==> src/rtl/uart_rx_cfg.sv <==
// uart_rx_cfg: parametrised UART receiver with input synchroniser,
// false-start rejection, runtime parity (none/even/odd) and 1 or 2 stop bits.
// Results are published with a one-clk o_valid strobe. Parity and framing
// errors are flagged alongside the data word and never suppress it.
// Optional build macro UART_RX_MAJORITY_EN: every sample point becomes a
// 2-of-3 vote over the last three ticks leading up to the decision tick.
module uart_rx_cfg #(
  parameter int NB_DATA    = 8,
  parameter int OVERSAMPLE = 16,
  parameter int NB_SYNC    = 2
) (
  input  logic               clk,
  input  logic               i_rst_n,
  input  logic               i_tick,
  input  logic               i_rx,
  input  logic [1:0]         i_parity_mode,
  input  logic               i_stop2,
  output logic [NB_DATA-1:0] o_data,
  output logic               o_valid,
  output logic               o_parity_err,
  output logic               o_frame_err,
  output logic               o_busy
);

  localparam int TW = $clog2(OVERSAMPLE);
  localparam int BW = $clog2(NB_DATA + 1);
  localparam logic [TW-1:0] START_DEC = TW'(OVERSAMPLE / 2 - 1);
  localparam logic [TW-1:0] BIT_DEC   = TW'(OVERSAMPLE - 1);
  localparam logic [BW-1:0] LAST_BIT  = BW'(NB_DATA - 1);

  typedef enum logic [2:0] {
    S_IDLE,
    S_START,
    S_DATA,
    S_PARITY,
    S_STOP
  } state_t;

  state_t             r_state;
  logic [NB_SYNC-1:0] r_sync;
  logic [TW-1:0]      r_tick_cnt;
  logic [BW-1:0]      r_bit_cnt;
  logic [NB_DATA-1:0] r_shift;
  logic [1:0]         r_pmode;
  logic               r_stop2;
  logic               r_par_err;
  logic               r_frm_acc;
  logic [NB_DATA-1:0] r_data;
  logic               r_valid;
  logic               r_par_out;
  logic               r_frm_out;

  logic               w_rx_s;
  logic [TW-1:0]      w_dec_cnt;
  logic               w_dec_point;
  logic               w_bit;
  logic               w_par_en;
  logic               w_frm_now;

  // Bring the asynchronous line into the clk domain; idle level is 1.
  always_ff @(posedge clk or negedge i_rst_n) begin
    if (!i_rst_n) r_sync <= '1;
    else          r_sync <= {r_sync[NB_SYNC-2:0], i_rx};
  end

  assign w_rx_s      = r_sync[NB_SYNC-1];
  // The start check sits half a bit after the edge; every later sample is a
  // whole bit further on, which lands it at the centre of its bit.
  assign w_dec_cnt   = (r_state == S_START) ? START_DEC : BIT_DEC;
  assign w_dec_point = (r_tick_cnt == w_dec_cnt);
  assign w_par_en    = (r_pmode == 2'b01) || (r_pmode == 2'b10);
  assign w_frm_now   = r_frm_acc | ~w_bit;

`ifdef UART_RX_MAJORITY_EN
  logic [1:0] r_vote;

  // Capture the two ticks just before each decision tick for the vote.
  always_ff @(posedge clk or negedge i_rst_n) begin
    if (!i_rst_n) begin
      r_vote <= 2'b11;
    end else if (i_tick && (r_state != S_IDLE)) begin
      if (r_tick_cnt == w_dec_cnt - TW'(2)) r_vote[0] <= w_rx_s;
      if (r_tick_cnt == w_dec_cnt - TW'(1)) r_vote[1] <= w_rx_s;
    end
  end

  assign w_bit = (r_vote[0] & r_vote[1]) | (r_vote[0] & w_rx_s) | (r_vote[1] & w_rx_s);
`else
  assign w_bit = w_rx_s;
`endif

  // Frame FSM: every transition clears the tick counter, so a tick that
  // coincides with a transition is absorbed rather than counted.
  always_ff @(posedge clk or negedge i_rst_n) begin
    if (!i_rst_n) begin
      r_state    <= S_IDLE;
      r_tick_cnt <= '0;
      r_bit_cnt  <= '0;
      r_shift    <= '0;
      r_pmode    <= 2'b00;
      r_stop2    <= 1'b0;
      r_par_err  <= 1'b0;
      r_frm_acc  <= 1'b0;
      r_data     <= '0;
      r_valid    <= 1'b0;
      r_par_out  <= 1'b0;
      r_frm_out  <= 1'b0;
    end else begin
      r_valid <= 1'b0;
      case (r_state)
        S_IDLE: begin
          r_tick_cnt <= '0;
          r_bit_cnt  <= '0;
          if (!w_rx_s) begin
            r_state   <= S_START;
            r_pmode   <= i_parity_mode;
            r_stop2   <= i_stop2;
            r_par_err <= 1'b0;
            r_frm_acc <= 1'b0;
          end
        end
        S_START: begin
          if (i_tick) begin
            if (w_dec_point) begin
              r_tick_cnt <= '0;
              r_bit_cnt  <= '0;
              r_state    <= w_bit ? S_IDLE : S_DATA;
            end else begin
              r_tick_cnt <= r_tick_cnt + TW'(1);
            end
          end
        end
        S_DATA: begin
          if (i_tick) begin
            if (w_dec_point) begin
              r_tick_cnt <= '0;
              r_shift    <= {w_bit, r_shift[NB_DATA-1:1]};
              if (r_bit_cnt == LAST_BIT) begin
                r_bit_cnt <= '0;
                r_state   <= w_par_en ? S_PARITY : S_STOP;
              end else begin
                r_bit_cnt <= r_bit_cnt + BW'(1);
              end
            end else begin
              r_tick_cnt <= r_tick_cnt + TW'(1);
            end
          end
        end
        S_PARITY: begin
          if (i_tick) begin
            if (w_dec_point) begin
              r_tick_cnt <= '0;
              // Even: error when the overall XOR is 1; odd: when it is 0.
              r_par_err  <= (^r_shift) ^ w_bit ^ (r_pmode == 2'b10);
              r_state    <= S_STOP;
            end else begin
              r_tick_cnt <= r_tick_cnt + TW'(1);
            end
          end
        end
        S_STOP: begin
          if (i_tick) begin
            if (w_dec_point) begin
              r_tick_cnt <= '0;
              if (r_stop2 && (r_bit_cnt == '0)) begin
                r_frm_acc <= w_frm_now;
                r_bit_cnt <= BW'(1);
              end else begin
                // Leave at the stop-bit centre so a back-to-back start edge is caught.
                r_bit_cnt <= '0;
                r_state   <= S_IDLE;
                r_valid   <= 1'b1;
                r_data    <= r_shift;
                r_par_out <= r_par_err;
                r_frm_out <= w_frm_now;
              end
            end else begin
              r_tick_cnt <= r_tick_cnt + TW'(1);
            end
          end
        end
        default: begin
          r_state    <= S_IDLE;
          r_tick_cnt <= '0;
        end
      endcase
    end
  end

  assign o_data       = r_data;
  assign o_valid      = r_valid;
  assign o_parity_err = r_par_out;
  assign o_frame_err  = r_frm_out;
  assign o_busy       = (r_state != S_IDLE);

endmodule

==> config.mk <==
export PLATFORM = sky130hd
export DESIGN_NAME = uart_rx_cfg
export DESIGN_NICKNAME = d
export VERILOG_FILES = /design/src/rtl/uart_rx_cfg.sv
export SDC_FILE = /design/constraint.sdc
export NUM_CORES = 1
export LEC_CHECK = 0
export CORE_MARGIN = 1
export CORE_UTILIZATION = 40
export CTS_BUF_LIST = sky130_fd_sc_hd__clkbuf_4 sky130_fd_sc_hd__clkbuf_8 sky130_fd_sc_hd__clkbuf_16
export DETAILED_ROUTE_END_ITERATION = 8
export GPL_ROUTABILITY_DRIVEN = 0
export HOLD_SLACK_MARGIN = 0.15
export RECOVER_POWER = 25
export SETUP_SLACK_MARGIN = 0.2
export SYNTH_ARGS = -nofsm -noshare
export SYNTH_HDL_FRONTEND = slang
export SYNTH_SLANG_ARGS = --single-unit
==> constraint.sdc <==
create_clock -name clk -period 4 [get_ports clk]
set_input_delay 0.4 -clock clk [delete_from_list [all_inputs] [get_ports clk]]
set_output_delay 0.4 -clock clk [all_outputs]
set_load 0.02 [all_outputs]
[Word level (Yosys, flattened, before mapping)]
Index checks and enable logic that the tools add are counted.
Storage, ports and cells
  flip-flop bits (word level): 37
  input port bits: 7
  output and inout bits: 12
  logic and storage cells: 97
Operators by class
  $add $sub $neg: 2
  eq/ne operators: 21
  multiplexer cells: 39
  bitwise gates (word level): 5
  reduce and logical (&&, ||, !) cells: 17
Operators by type and width (count)
  $mux 4: 11
  $mux 3: 12
  $ne 2x2->1 const B: 12
  $pmux 4 s4: 1
  $pmux 3 s5: 1
  $mux 1: 11
  $reduce_and 11->1: 1
  $add 4x1->4 const B: 2
  $reduce_and 4->1: 2
  $reduce_xor 8->1: 1
  $reduce_and 7->1: 1
  $eq 3x2->1 const B: 2
  $reduce_and 5->1: 1
  $eq 4x3->1 const B: 1
  $eq 4x4->1: 1
  $logic_not 4->1: 1
  $pmux 1 s2: 2
  $reduce_bool 2->1: 2
  $reduce_bool 4->1: 1
  $reduce_or 4->1: 1
  $eq 3x1->1 const B: 1
  $eq 3x3->1 const B: 1
  $logic_not 3->1: 1
  $reduce_and 3->1: 1
  other kinds (11): 13

[Logic depth before layout (Yosys ltp)]
  depth after elaboration: 7
  gate-level depth with buffers: 7
  mapped depth without buffers: 6

[Worst setup path before layout]
No wires, ideal clock.
  path type: flip-flop to flip-flop
  start: reg r_tick_cnt[0]
  end: reg r_bit_cnt[0]
  library setup time: 0.127 ns
  arrival time: 1.591 ns
  required time: 3.873 ns
  setup slack: 2.281 ns
  stages on the path, launching flop included: 6
  buffers on the path: 0
  period minus slack after synthesis: 1.719 ns
  cell sequence: dfrtp_1 > ha_1 > nand4_4 > a211o_1 > and2_4 > mux2_1
On the way
  word-level cells in the longest chain between the ends: 3
  elaborated cells between the ends (all ways): 5
  those cells by class: eq/ne (4); reduce/logical (1)
RTL lines
  start, declared: RTL line 41  | logic [TW-1:0] r_tick_cnt;
  start signal, assigned: RTL line 129  | r_tick_cnt <= r_tick_cnt + TW'(1);
  start signal, assigned: RTL line 145  | r_tick_cnt <= r_tick_cnt + TW'(1);
  start signal, assigned: RTL line 157  | r_tick_cnt <= r_tick_cnt + TW'(1);
  $eq 4x4->1 *: RTL line 70  | assign w_dec_point = (r_tick_cnt == w_dec_cnt);
  $ne 2x2->1 (no line)
  $reduce_and 7->1 (no line) *
  end signal, assigned: RTL line 142  | r_bit_cnt <= r_bit_cnt + BW'(1);
  end, declared: RTL line 42  | logic [BW-1:0] r_bit_cnt;
Mark *: on every way between the ends. The rest lies on a longest branch, timed or not.
A chain may end at the register's enable or synchronous reset.

[Worst setup path after layout]
  start: reg r_state[2]
  end: out o_busy
On the way
  word-level cells in the longest chain between the ends: 1
RTL lines
  start, declared: RTL line 39  | state_t r_state;
  start signal, assigned: RTL line 127  | r_state <= w_bit ? S_IDLE : S_DATA;
  start signal, assigned: RTL line 140  | r_state <= w_par_en ? S_PARITY : S_STOP;
  $reduce_bool 3->1: RTL line 194  | assign o_busy = (r_state != S_IDLE);
  end, declared: RTL line 22  | output logic o_busy
Every way passes these cells.

==> summary.md <==
| Metric | Value |
|---|---|
| Run status | `finished, violations left` |
| Failing checks | `capacitance limit, slew limit` |
| Tightest Pin Transition | `about 2.0 ns` |
| Clock skew | `0.003746 ns` |
| Port-buffer cells | `18` |
| Fillers | `between 400 and 500` |
| Post-DRT Antenna Nets | `0` |
| Worst setup SP type | `register` |
| Layout area overhead | `14.25%` |
| Fin crit share | `57.07%` |
| Gr usage total | `16.13%` |
| CP max-delay cell | `dfrtp_1` |
| Pwr dens | `roughly 540 nW/um^2` |
| Final worst setup slack | `1.717 ns` |
| Synth Instances | `~160` |
| Vias in the first global route | `1,390` |
| Die footprint | `5134 um^2` |
| Pre-CTS WS | `1.655 ns` |
| Highest Clock Rate | `438.0 MHz` |
| LEAKAGE | `0.9991 nW` |
| Syn Area/Cell | `roughly 12 um^2` |
| CTS root buf | `clkbuf_8` |
| DRT Wirelength | `3653 um` |
| Hold Violations, Final | `0` |
| Inserted Diodes | `0` |
| Cell Area, Synth | `1941 um^2` |
| Final Slew Violations | `38` |
| Area of the multi-input gates | `923.4 um^2` |
| YS warnings | `0` |
| TritonCTS clock tree | `yes` |
| Worst Hold Class | `reg -> reg` |
| CP peak stage delay | `0.56 ns` |
| Most common cell after layout, fill and taps aside | `dfrtp_1` |
| Postcts setup bufs | `0` |
| Share of post-route cells with drive strength above 1 | `between 10% and 20%` |
| Most frequent cells in the layout | `dfrtp_1, clkdlybuf4s50_1, mux2_2, mux2_1` |
| Crit path DAT | `1.88 ns` |
| TritonRoute pass-1 iters | `4` |
| Core region area | `between 4000 and 5000 um^2` |
| Initial core utilization | `43.08%` |
| Die W | `71.65 um` |
| MaxCap Viol Count | `1` |
| Post-synthesis cell type count | `51` |
| Max Root-Sink Buffers | `2` |
| Drt drc | `0` |
| Hold Buf Count CTS | `0` |
| Final core utilization | `between 40% and 50%` |
| Syn Nets | `174` |
| DIE HEIGHT | `71.65 um` |
| Max rail drop VDD | `0.2291 mV` |
| Setup TNS | `0 ns` |
| RSZ-0062 raised after global routing | `no` |
| Worst Setup Path Type | `reg -> out` |
| Max-Slew Margin vs Limit | `-31.01%` |
| Vias/cell | `5.605` |
| Iteration-0 DRC count of the detailed router | `79` |
| Sequential share of the synthesized area | `47.84%` |
| Via Count | `1,306` |
| Final Instance Area | `2217 um^2` |
| CTS Buf Count | `5` |
| Sink Count | `37` |
| Post-DP HPWL | `2628 um` |
| Post-DP Area | `between 2000 and 2500 um^2` |
| Initial antenna violation count | `0` |
| Sequential Area | `928.4 um^2` |
| Data required, critical path | `3.60 ns` |
| Global-route wire length before repair | `6320 um` |
| Top-Level Pins | `19` |
| Clock Latency Late Sink | `0.29 ns` |
| CP Max Fanout | `17` |
| Clock-pin slew on the worst setup and hold paths | `roughly 0.070 ns` |
| Drt wl/cell | `15.68 um` |
| Nets | `191` |
| GRT overflow | `0` |
| Cell Chain, Critical Path | `or3_1, clkdlybuf4s50_1` |
| Nature of the critical path endpoint | `output port` |
| Final setup vio count | `0` |
| Core Rows | `24` |
| # resized after CTS | `0` |
| FF+latch count, synth | `37` |
| H-tree lvl count | `2` |
| Final min period | `2.283 ns` |
| Largest net degree at the start of global routing | `38` |
[flip-flops by register name, indices dropped and copies added, names as in the netlist]
name / flops
r_shift: 8
r_sync: 2
o_frame_err: 1
r_bit_cnt: 4
r_par_err: 1
r_stop2: 1
r_state: 3
r_tick_cnt: 4
o_valid: 1
r_frm_acc: 1
o_data: 8
o_parity_err: 1
r_pmode: 2
[critical path, delay by kind of cell, from the launching register on]
family / cells / cell delay (ns)
flops: 1 / 0.56
buf+inv: 1 / 0.56
simple gates: 1 / 0.48
[cell families (layout without fill, tap and decap cells)]
family	after synthesis	after routing	share of synthesized area, %
xor gates and xnor gates	10	10	5.223
muxes	24	24	13.73
buffers and inverters	16	34	4.577
adders and majority gates	4	4	2.579
and+or+nand+nor	48	48	16.31
AOI/OAI and AO/OA	24	24	9.736
DFF	37	37	47.84
[per-layer routing]
metal	GRT usage, %	wire length [um]
met2	27.78	1859
met4	8.715	95
met3	3.797	109
met5	0	0
met1	18.53	1589
[power breakdown]
part	total, W	switching, W	internal, W
clock	0.000275	0.000136	0.000140
combinational	0.000410	0.000220	0.000190
sequential	0.000517	0.0000907	0.000427
total	0.00120	0.000446	0.000756
[cell type report]
cell class                      count  area share, %
Clock inverter                      2         0.6208
Sequential cell                    37          41.87
Tap cell                           52          2.935
Timing Repair Buffer               18          7.844
Inverter                            8          1.354
Multi-Input combinational cell    110          41.65
Clock buffer                        6          3.725
[cell usage after synthesis, drive strengths merged]
master  instances  area (um^2)
a31oi           2        27.53
nand3b          1        7.510
a311o           1        10.01
buf             7        53.80
a21oi           3        15.01
o41ai           1        8.760
nor3            3        26.28
mux2i           3        30.03
and3            1        6.260
o211ai          2        20.02
nand3           8        40.04
dfrtp          35        875.8
nand2b          1        6.260
o32a            1        10.01
nand2           9        33.78
or4             1        7.510
nor3b           2        20.02
a41o            1        10.01
nor2           10        45.04
dfstp           2        52.55
or3             3        23.77
xor2            3        26.28
o21ai           7        35.03
inv             8        30.03
xnor2           6        52.55
mux2           21        236.5
and4bb          1        12.51
and2            1        8.760
a21boi          1        7.510
xnor3           1        22.52
a211o           1        8.760
a32o            1        10.01
nand4           4        46.29
nor4b           1        15.01
ha              4        50.05
a32oi           1        8.760
a311oi          2        17.52
clkbuf          1        5.000
or3b            2        17.52
[through the flow]
step | power, W | hold WS [ns] | instances
after floorplan | 0.0008517 | 0.1044 | 163
after global placement | 0.0009190 | 0.3472 | 225
after detailed placement | 0.0009355 | 0.3505 | 225
after CTS | 0.001215 | 0.2337 | 233
after global routing | 0.001286 | 0.3662 | 233
final | 0.001202 | 0.3601 | 233
[final timing paths]
path                            start             to  slack [ns]  cells after the start
hold / removal              r_sync[0]      r_sync[1]        0.36                      0
setup reg to reg           r_state[2]      o_data[7]        1.84                      3
hold reg to reg             r_sync[0]      r_sync[1]        0.36                      0
min in group asynchronous     i_rst_n  r_tick_cnt[0]        0.66                      1
max in group asynchronous     i_rst_n      r_frm_acc        2.22                      1
setup / recovery           r_state[2]         o_busy        1.72                      2
Note: power is estimated with default switching activity, not from simulation.
